**config.mk**
```make
export PLATFORM = sky130hd
export DESIGN_NAME = req_arbiter_8ch
export DESIGN_NICKNAME = d
export VERILOG_FILES = /design/src/rtl/req_arbiter_8ch.sv
export SDC_FILE = /design/constraint.sdc
export NUM_CORES = 1
export LEC_CHECK = 0
export CORE_AREA = 4 4 63 65
export CTS_BUF_LIST = sky130_fd_sc_hd__clkbuf_8
export CTS_CLUSTER_DIAMETER = 120
export CTS_CLUSTER_SIZE = 40
export DETAILED_ROUTE_END_ITERATION = 8
export DIE_AREA = 0 0 67 69
export GPL_TIMING_DRIVEN = 0
export PLACE_DENSITY = 0.86
export SLEW_MARGIN = 10
export SYNTH_ARGS = -nofsm -noshare
export SYNTH_HDL_FRONTEND = slang
export SYNTH_SLANG_ARGS = --single-unit
```
**constraint.sdc**
```tcl
create_clock -name clk -period 9 [get_ports clk]
set_clock_uncertainty 0.1 [all_clocks]
set_input_delay 1.8 -clock clk [delete_from_list [all_inputs] [get_ports clk]]
set_output_delay 1.8 -clock clk [all_outputs]
set_load 0.02 [all_outputs]
```
**src/rtl/req_arbiter_8ch.sv**
```systemverilog
`default_nettype none
// ============================================================================
// Module   : req_arbiter_8ch
// Brief    : Single-owner arbiter, fixed-priority or round-robin, with
//            release-on-done, release-on-drop and optional hold timeout.
// Revision : 1.0  initial release
// ============================================================================
module req_arbiter_8ch #(
    parameter int NREQ     = 8,
    parameter int IDX_W    = 3,
    parameter int MAX_HOLD = 16
) (
    input  logic             clk,
    input  logic             rst,
    input  logic [NREQ-1:0]  req,
    input  logic             rr_mode,
    input  logic             done,
    output logic [NREQ-1:0]  gnt,
    output logic [IDX_W-1:0] gnt_idx,
    output logic             gnt_valid,
    output logic             timeout
);

    localparam int                c_CNT_W     = (MAX_HOLD > 1) ? $clog2(MAX_HOLD) : 1;
    localparam logic [c_CNT_W-1:0] c_HOLD_LAST = c_CNT_W'((MAX_HOLD > 0) ? MAX_HOLD - 1 : 0);
    localparam logic [NREQ-1:0]   c_ONE       = {{(NREQ-1){1'b0}}, 1'b1};

    typedef enum logic [0:0] {
        ST_IDLE  = 1'b0,
        ST_GRANT = 1'b1
    } state_t;

    state_t             r_state;
    logic [NREQ-1:0]    r_gnt;
    logic [IDX_W-1:0]   r_idx;
    logic               r_timeout;
    logic [IDX_W-1:0]   r_last;
    logic [c_CNT_W-1:0] r_hold;

    state_t             w_state_nxt;
    logic [NREQ-1:0]    w_gnt_nxt;
    logic [IDX_W-1:0]   w_idx_nxt;
    logic               w_timeout_nxt;
    logic [IDX_W-1:0]   w_last_nxt;
    logic [c_CNT_W-1:0] w_hold_nxt;

    logic [IDX_W-1:0]   w_fp_idx;
    logic [IDX_W-1:0]   w_rr_idx;
    logic               w_rr_hit;
    logic [IDX_W-1:0]   w_win_idx;
    logic               w_hold_exp;
    logic               w_owner_req;
    logic               w_release;

    // Fixed priority: ascending scan, so the highest set bit is written last.
    always_comb begin
        w_fp_idx = '0;
        for (int i = 0; i < NREQ; i++) begin
            if (req[i]) begin
                w_fp_idx = IDX_W'(i);
            end
        end
    end

    // Round-robin: scan from last_idx+1 upward; the previous owner comes last.
    always_comb begin
        logic [IDX_W-1:0] cand;
        w_rr_idx = '0;
        w_rr_hit = 1'b0;
        cand     = '0;
        for (int k = 1; k <= NREQ; k++) begin
            cand = r_last + IDX_W'(k);
            if (!w_rr_hit && req[cand]) begin
                w_rr_idx = cand;
                w_rr_hit = 1'b1;
            end
        end
    end

    assign w_win_idx   = rr_mode ? w_rr_idx : w_fp_idx;
    assign w_owner_req = req[r_idx];
    assign w_hold_exp  = (MAX_HOLD != 0) && (r_hold == c_HOLD_LAST);
    assign w_release   = done || !w_owner_req || w_hold_exp;

    always_comb begin
        w_state_nxt   = r_state;
        w_gnt_nxt     = r_gnt;
        w_idx_nxt     = r_idx;
        w_timeout_nxt = 1'b0;
        w_last_nxt    = r_last;
        w_hold_nxt    = r_hold;
        case (r_state)
            ST_IDLE: begin
                if (|req) begin
                    w_state_nxt = ST_GRANT;
                    w_gnt_nxt   = c_ONE << w_win_idx;
                    w_idx_nxt   = w_win_idx;
                    w_hold_nxt  = '0;
                end
            end
            ST_GRANT: begin
                if (w_release) begin
                    // Drop to IDLE for one bubble cycle before any new grant.
                    w_state_nxt   = ST_IDLE;
                    w_gnt_nxt     = '0;
                    w_last_nxt    = r_idx;
                    w_timeout_nxt = w_hold_exp && !done && w_owner_req;
                end else begin
                    w_hold_nxt = r_hold + c_CNT_W'(1);
                end
            end
            default: begin
                w_state_nxt = ST_IDLE;
                w_gnt_nxt   = '0;
            end
        endcase
    end

    always_ff @(posedge clk) begin
        if (rst) begin
            r_state   <= ST_IDLE;
            r_gnt     <= '0;
            r_idx     <= '0;
            r_timeout <= 1'b0;
            r_last    <= IDX_W'(NREQ - 1);
            r_hold    <= '0;
        end else begin
            r_state   <= w_state_nxt;
            r_gnt     <= w_gnt_nxt;
            r_idx     <= w_idx_nxt;
            r_timeout <= w_timeout_nxt;
            r_last    <= w_last_nxt;
            r_hold    <= w_hold_nxt;
        end
    end

    assign gnt       = r_gnt;
    assign gnt_idx   = r_idx;
    assign gnt_valid = |r_gnt;
    assign timeout   = r_timeout;

endmodule
`default_nettype wire

```
==> results of run 1 <==
==> cell families (layout without fill, tap and decap cells) <==
group | count (synthesis) | in the layout | share of synthesized area
DFF | 20 | 20 | 0.193
AOI/OAI and AO/OA | 65 | 65 | 0.239
adders and majority gates | 3 | 3 | 0.0181
muxes | 34 | 34 | 0.242
and+or+nand+nor | 84 | 84 | 0.219
xor gates and xnor gates | 6 | 6 | 0.0253
buffers and inverters | 28 | 55 | 0.0639
==> state kept, by name, summed over array words and instances (netlist names) <==
register,count
timeout,1
gnt,8
r_state,1
gnt_idx,3
r_hold,4
r_last,3
==> where the power goes <==
| group | switching, mW | internal, mW |
|---|---|---|
| Clock | 0.0293 | 0.0593 |
| Combinational | 0.144 | 0.118 |
| Sequential | 0.00905 | 0.0976 |
==> layout make-up <==
type	instances	area, um2	share of cell area
plain buffers	20	103	0.0421
clock buffers	3	41.3	0.0170
clock inverters	1	30.0	0.0123
inverters	8	30.0	0.0123
multi-input cells	192	1540	0.634
flip-flops and latches	20	400	0.164
well taps	46	57.6	0.0236
repair buffers	23	230	0.0946
==> worst max-delay path, cell delays in order <==
cell and delay [ns]:
clkdlybuf4s50_1 0.41, clkbuf_1 0.24, nor2b_1 0.22, a211oi_2 0.41, a221oi_1 0.27, or4b_4 0.60
o32a_1 0.35, o2111a_1 0.27, or3_4 0.42, a32o_1 0.23
==> final timing paths <==
| kind | slack [ns] | end | startpoint |
|---|---|---|---|
| worst max-delay path | 3.83 | gnt[1] | req[5] |
| worst min-delay path | 0.40 | gnt[5] | gnt[5] |
| worst max register to register | 4.49 | gnt[1] | r_last[0] |
| worst min register to register | 0.40 | gnt[5] | gnt[5] |
==> routing by layer <==
| metal | vias to the layer above | wire, um | global-route usage |
|---|---|---|---|
| li1 | 988 | - | - |
| met5 | - | 0 | 0 |
| met1 | 1027 | 2400 | 0.362 |
| met4 | 0 | 79 | 0.0608 |
| met3 | 14 | 529 | 0.0666 |
| met2 | 131 | 2660 | 0.381 |
==> synth_stat cells, types with 8 or more instances <==
master,number
a21oi_1,11
a32o_1,8
clkbuf_1,11
dfxtp_1,20
mux2i_1,16
mux4_2,9
nand2_1,16
nor2_1,18
nor2b_1,8
nor3_1,9
o21ai_0,8
==> stage by stage <==
step	setup WS, ns	cells	hold WS (ns)	power [mW]	instance area [um2]
detailed placement	3.60	309	0.386	0.363	2360
global placement	3.62	309	0.382	0.358	2360
floorplan	4.32	240	0.379	0.298	2080
CTS	3.87	313	0.405	0.453	2430
finish	3.83	313	0.400	0.457	2430
global route	3.65	313	0.432	0.483	2430
==> cell usage in the layout (no fill, tap or decap), drive strengths merged, types with 2 or more instances in the layout <==
cell / instances
nor3: 10
nor2b: 9
a32o: 8
nand2b: 7
o2111ai: 2
or3: 2
o311a: 3
dfxtp: 20
nor2: 18
clkdlybuf4s50: 23
a211oi: 2
or2: 2
mux4: 11
a221o: 2
inv: 7
o22ai: 3
a31oi: 5
clkbuf: 14
and2: 3
nand3: 5
xor2: 5
a221oi: 3
a21oi: 11
nor4: 4
o21ai: 8
a211o: 3
and3: 2
mux2i: 16
buf: 9
nand2: 16
nor3b: 2
mux2: 7
ha: 3
==> run summary, run 1 <==
max_slew headroom -> 0.534
status -> completed
VDD IR-drop max -> 0.160 mV
Num CTS Buffers -> 3
Mapped Nets -> 255
Worst-Skew Late Latency -> 0.26 ns
worst path required time -> 9.05 ns
final WL -> 5670 um
Fin. Hold Viols -> 0
CTS tree -> built
GRT overflow -> 0
DIE AREA -> 4620 um2
ys async rst share -> 0
P&R area growth vs syn -> 17.3%
Reg2Reg Depth -> 12
Cell Area, Synth -> 2080 um2
number of setup buffers added after CTS -> 0
1st-iter DRT viols -> 238
Max Cap Viol -> 0
Antenna diodes -> 0
Worst Setup Start Kind -> primary input
Via density -> 6.90
Synth area leaders -> dfxtp_1 (19%), mux4_2 (9.8%), mux2i_1 (7.7%), a32o_1 (3.9%), nor2_1 (3.3%)
Die X -> 67 um
fmax -> 0.193 GHz
fillers -> 289
Slew @ Worst Pin -> 0.696 ns
post-synthesis average cell area -> 8.65 um2
HP Class -> flop to flop
Synth area leader -> dfxtp_1
Layout Nets -> 283
worst hold path cell count -> 1
H-Tree Depth -> 1
post-CTS resize count -> 0
antenna-violating nets left -> 0
Root Driver -> clkbuf_8
CTS Hold Bufs -> 0
final setup fails -> 0
Post-synth EDFFs -> 0
Die Y -> 69 um
Final Cycle Share -> 0.574
Tmin final -> 5.17 ns
top_reg_cell synth -> dfxtp_1
unrepaired setup endpoints after global routing -> false
hpwl dp -> 4250 um
Syn. warnings -> 0
share of the synthesized area in the top cell type -> 0.193
routed length per instance -> 18.1 um
vias in the first global route -> 2063
Mapped Cells -> 240
IO Pins -> 25
core area -> 3340 um2
leak pwr -> 0.921 nW
final core occ -> 0.730
layout cell share with drive strength beyond 1 -> 0.135
clk buf depth -> 2
Overall Global Routing Usage -> 0.254
setup TNS -> 0 ns
DR pass1 iterations -> 5
Final Max Slew Viols -> 0
drt drc -> 0
flops & latches, synth -> 20
Seq/Total Area, Yosys -> 0.193
# port buffers -> 23
antenna violations before repair -> 0
first-pass GRT wire length -> 9500 um
WS Path Type -> primary input to flop
largest net degree at the start of global routing -> 13
Worst Path Max Fanout -> 10
vias -> 2160
Critical Path AT -> 5.22 ns
Initial Util -> 0.622
row count -> 21
Clock transition at path regs -> 0.07 ns
CTS Sinks -> 20
Power Density -> 188 nW/um2
CP Capture Type -> flop
RePlAce Congestion -> 0.909
Synth cell types -> 62
(Power assumes the default switching activity.)
==> run 2, diff against run 1 <==
--- a/config.mk
+++ b/config.mk
@@ -5,14 +5,14 @@
 export SDC_FILE = /design/constraint.sdc
 export NUM_CORES = 1
 export LEC_CHECK = 0
-export CORE_AREA = 4 4 63 65
+export CORE_AREA = 4 4 65 67
 export CTS_BUF_LIST = sky130_fd_sc_hd__clkbuf_8
 export CTS_CLUSTER_DIAMETER = 120
 export CTS_CLUSTER_SIZE = 40
 export DETAILED_ROUTE_END_ITERATION = 8
-export DIE_AREA = 0 0 67 69
+export DIE_AREA = 0 0 69 71
 export GPL_TIMING_DRIVEN = 0
-export PLACE_DENSITY = 0.86
+export PLACE_DENSITY = 0.81
 export SLEW_MARGIN = 10
 export SYNTH_ARGS = -nofsm -noshare
 export SYNTH_HDL_FRONTEND = slang
==> constraint.sdc (replaced) <==
create_clock -name clk -period 5.1 [get_ports clk]
set_clock_uncertainty 0.1 [all_clocks]
set_input_delay 1.02 -clock clk [delete_from_list [all_inputs] [get_ports clk]]
set_output_delay 1.02 -clock clk [all_outputs]
set_load 0.02 [all_outputs]
==> run summary, run 2 (synthesis gave the netlist of run 1 again) <==
VDD IR-drop max -> 0.219 mV
hold wc startpoint -> gnt[5]
fmax -> 0.221 GHz
Die X -> 69 um
Overall Global Routing Usage -> 0.242
worst path required time -> 5.16 ns
Final Cycle Share -> 0.886
Worst Setup Start Kind -> flop
GRT overflow -> 0
WS Path Type -> flop to flop
worst hold path cell count -> 1
Num CTS Buffers -> 3
slowest CP cell -> or4b_4
antenna violations before repair -> 0
R2R setup slack -> 0.58 ns
H-Tree Depth -> 1
CTS tree -> built
Worst Path Max Fanout -> 10
fillers -> 315
final WL -> 5810 um
Root Driver -> clkbuf_8
crit path cell chain -> buf_2, clkinv_1, ha_1, buf_2, nor2b_1, a211oi_2, a221oi_1, or4b_4, o32a_1, o2111a_1, or3_4, a32o_1
FF-to-FF Start -> r_last[0]
Via density -> 6.80
Gate power share -> 0.570
drt drc -> 0
routed length per instance -> 18.5 um
vias -> 2143
status -> completed
CP max stage delay -> 0.61 ns
share of power burned in registers -> 0.234
leak pwr -> 0.921 nW
Slew @ Worst Pin -> 0.722 ns
Clock transition at path regs -> 0.08 ns
setup TNS -> 0 ns
hpwl dp -> 4220 um
Critical Path AT -> 4.58 ns
DR pass1 iterations -> 5
Reg2Reg Depth -> 12
layout cell share with drive strength beyond 1 -> 0.135
unrepaired setup endpoints after global routing -> false
CP Capture Type -> flop
Power Density -> 332 nW/um2
Tmin final -> 4.52 ns
CTS Hold Bufs -> 0
IO Pins -> 25
commonest non-fill, non-tap cell in the layout -> clkdlybuf4s50_1
P&R area growth vs syn -> 17.4%
Antenna diodes -> 0
worst r2r dst -> gnt[0]
row count -> 22
Die Y -> 71 um
Fin. Hold Viols -> 0
pre-CTS setup slack -> 0.484 ns
DIE AREA -> 4900 um2
crit-path most repeated cell -> buf_2
Initial Util -> 0.571
max_slew headroom -> 0.517
RePlAce Congestion -> 0.934
sink of the worst hold path -> gnt[5]
post-CTS resize count -> 0
max reg flops -> 8
HP Class -> flop to flop
Internal -> 0.484 mW
Final Max Slew Viols -> 0
Tot Pwr -> 0.809 mW
final setup fails -> 0
Sw Pwr -> 0.324 mW
antenna-violating nets left -> 0
Max Cap Viol -> 0
first-pass GRT wire length -> 10000 um
1st-iter DRT viols -> 296
sw frac -> 0.401
Worst-Skew Late Latency -> 0.26 ns
# port buffers -> 23
Layout Nets -> 283
largest net degree at the start of global routing -> 13
number of setup buffers added after CTS -> 0
CTS Sinks -> 20
most frequent cells in the layout -> clkdlybuf4s50_1 (23), dfxtp_1 (20), nor2_1 (18)
core area -> 3630 um2
final worst slack -> 0.581 ns
clk buf depth -> 2
clock power share -> 0.197
vias in the first global route -> 2077
==> run 2: cell counts in the layout (fill, tap and decap cells not counted) <==
Identical to the previous run, type by type.
==> run 2: layer usage <==
metal | up-vias | track usage | share of wire | routed length [um]
li1 | 983 | - | - | -
met1 | 1024 | 0.333 | 0.43 | 2490
met2 | 125 | 0.404 | 0.48 | 2780
met3 | 11 | 0.0256 | 0.082 | 474
met4 | 0 | 0.0651 | 0.013 | 77
met5 | - | 0 | 0 | 0
==> run 2: worst max path at each step <==
stage	from	to	slack, ns	cells past startpoint
after CTS	r_last[0]	gnt[5]	0.63	12
after global routing	r_last[0]	gnt[5]	0.30	12
after global placement	req[5]	gnt[4]	0.49	10
final	r_last[0]	gnt[0]	0.58	12
after floorplan	r_last[0]	gnt[0]	1.12	12
after detailed placement	req[6]	gnt[5]	0.48	9
==> run 2: layout make-up <==
cell class / instances / area (um2) / share of cell area
Tap cell: 48 / 60.1 / 0.0246
Timing Repair Buffer: 23 / 230 / 0.0945
Clock inverter: 1 / 30.0 / 0.0123
Buffer: 20 / 103 / 0.0421
Clock buffer: 3 / 41.3 / 0.0169
Inverter: 8 / 30.0 / 0.0123
Sequential cell: 20 / 400 / 0.164
Multi-Input combinational cell: 192 / 1540 / 0.633
==> run 2: through the flow <==
| step | instances | cell area [um2] | util | hold slack [ns] |
|---|---|---|---|---|
| after floorplan | 240 | 2080 | - | 0.379 |
| after global placement | 311 | 2370 | 0.651 | 0.383 |
| after detailed placement | 311 | 2370 | 0.651 | 0.390 |
| after CTS | 315 | 2440 | 0.671 | 0.408 |
| after global routing | 315 | 2440 | 0.671 | 0.445 |
| final | 315 | 2440 | 0.671 | 0.407 |
==> run 2: power by group through the flow <==
stage,Combinational [mW],Sequential (mW),Clock [mW]
2_1_floorplan,0.323,0.202,0
3_3_place_gp,0.446,0.192,0
3_5_place_dp,0.450,0.192,0
4_1_cts,0.453,0.189,0.159
5_1_grt,0.500,0.192,0.165
6_report,0.461,0.189,0.159
==> run 2: critical path: cells and delay by family (launching register included) <==
kind	cells	cell delay, ns
compound gates	5	1.58
fa+ha+maj	1	0.38
buf+inv	3	0.83
flops	1	0.41
simple gates	3	1.12
==> run 3, diff against run 2 <==
--- a/config.mk
+++ b/config.mk
@@ -5,6 +5,7 @@
 export SDC_FILE = /design/constraint.sdc
 export NUM_CORES = 1
 export LEC_CHECK = 0
+export ABC_CLOCK_PERIOD_IN_PS = 5100
 export CORE_AREA = 4 4 65 67
 export CTS_BUF_LIST = sky130_fd_sc_hd__clkbuf_8
 export CTS_CLUSTER_DIAMETER = 120
==> results of run 3 <==
No change in the layout: final DEF, timing and power equal those of run 2.
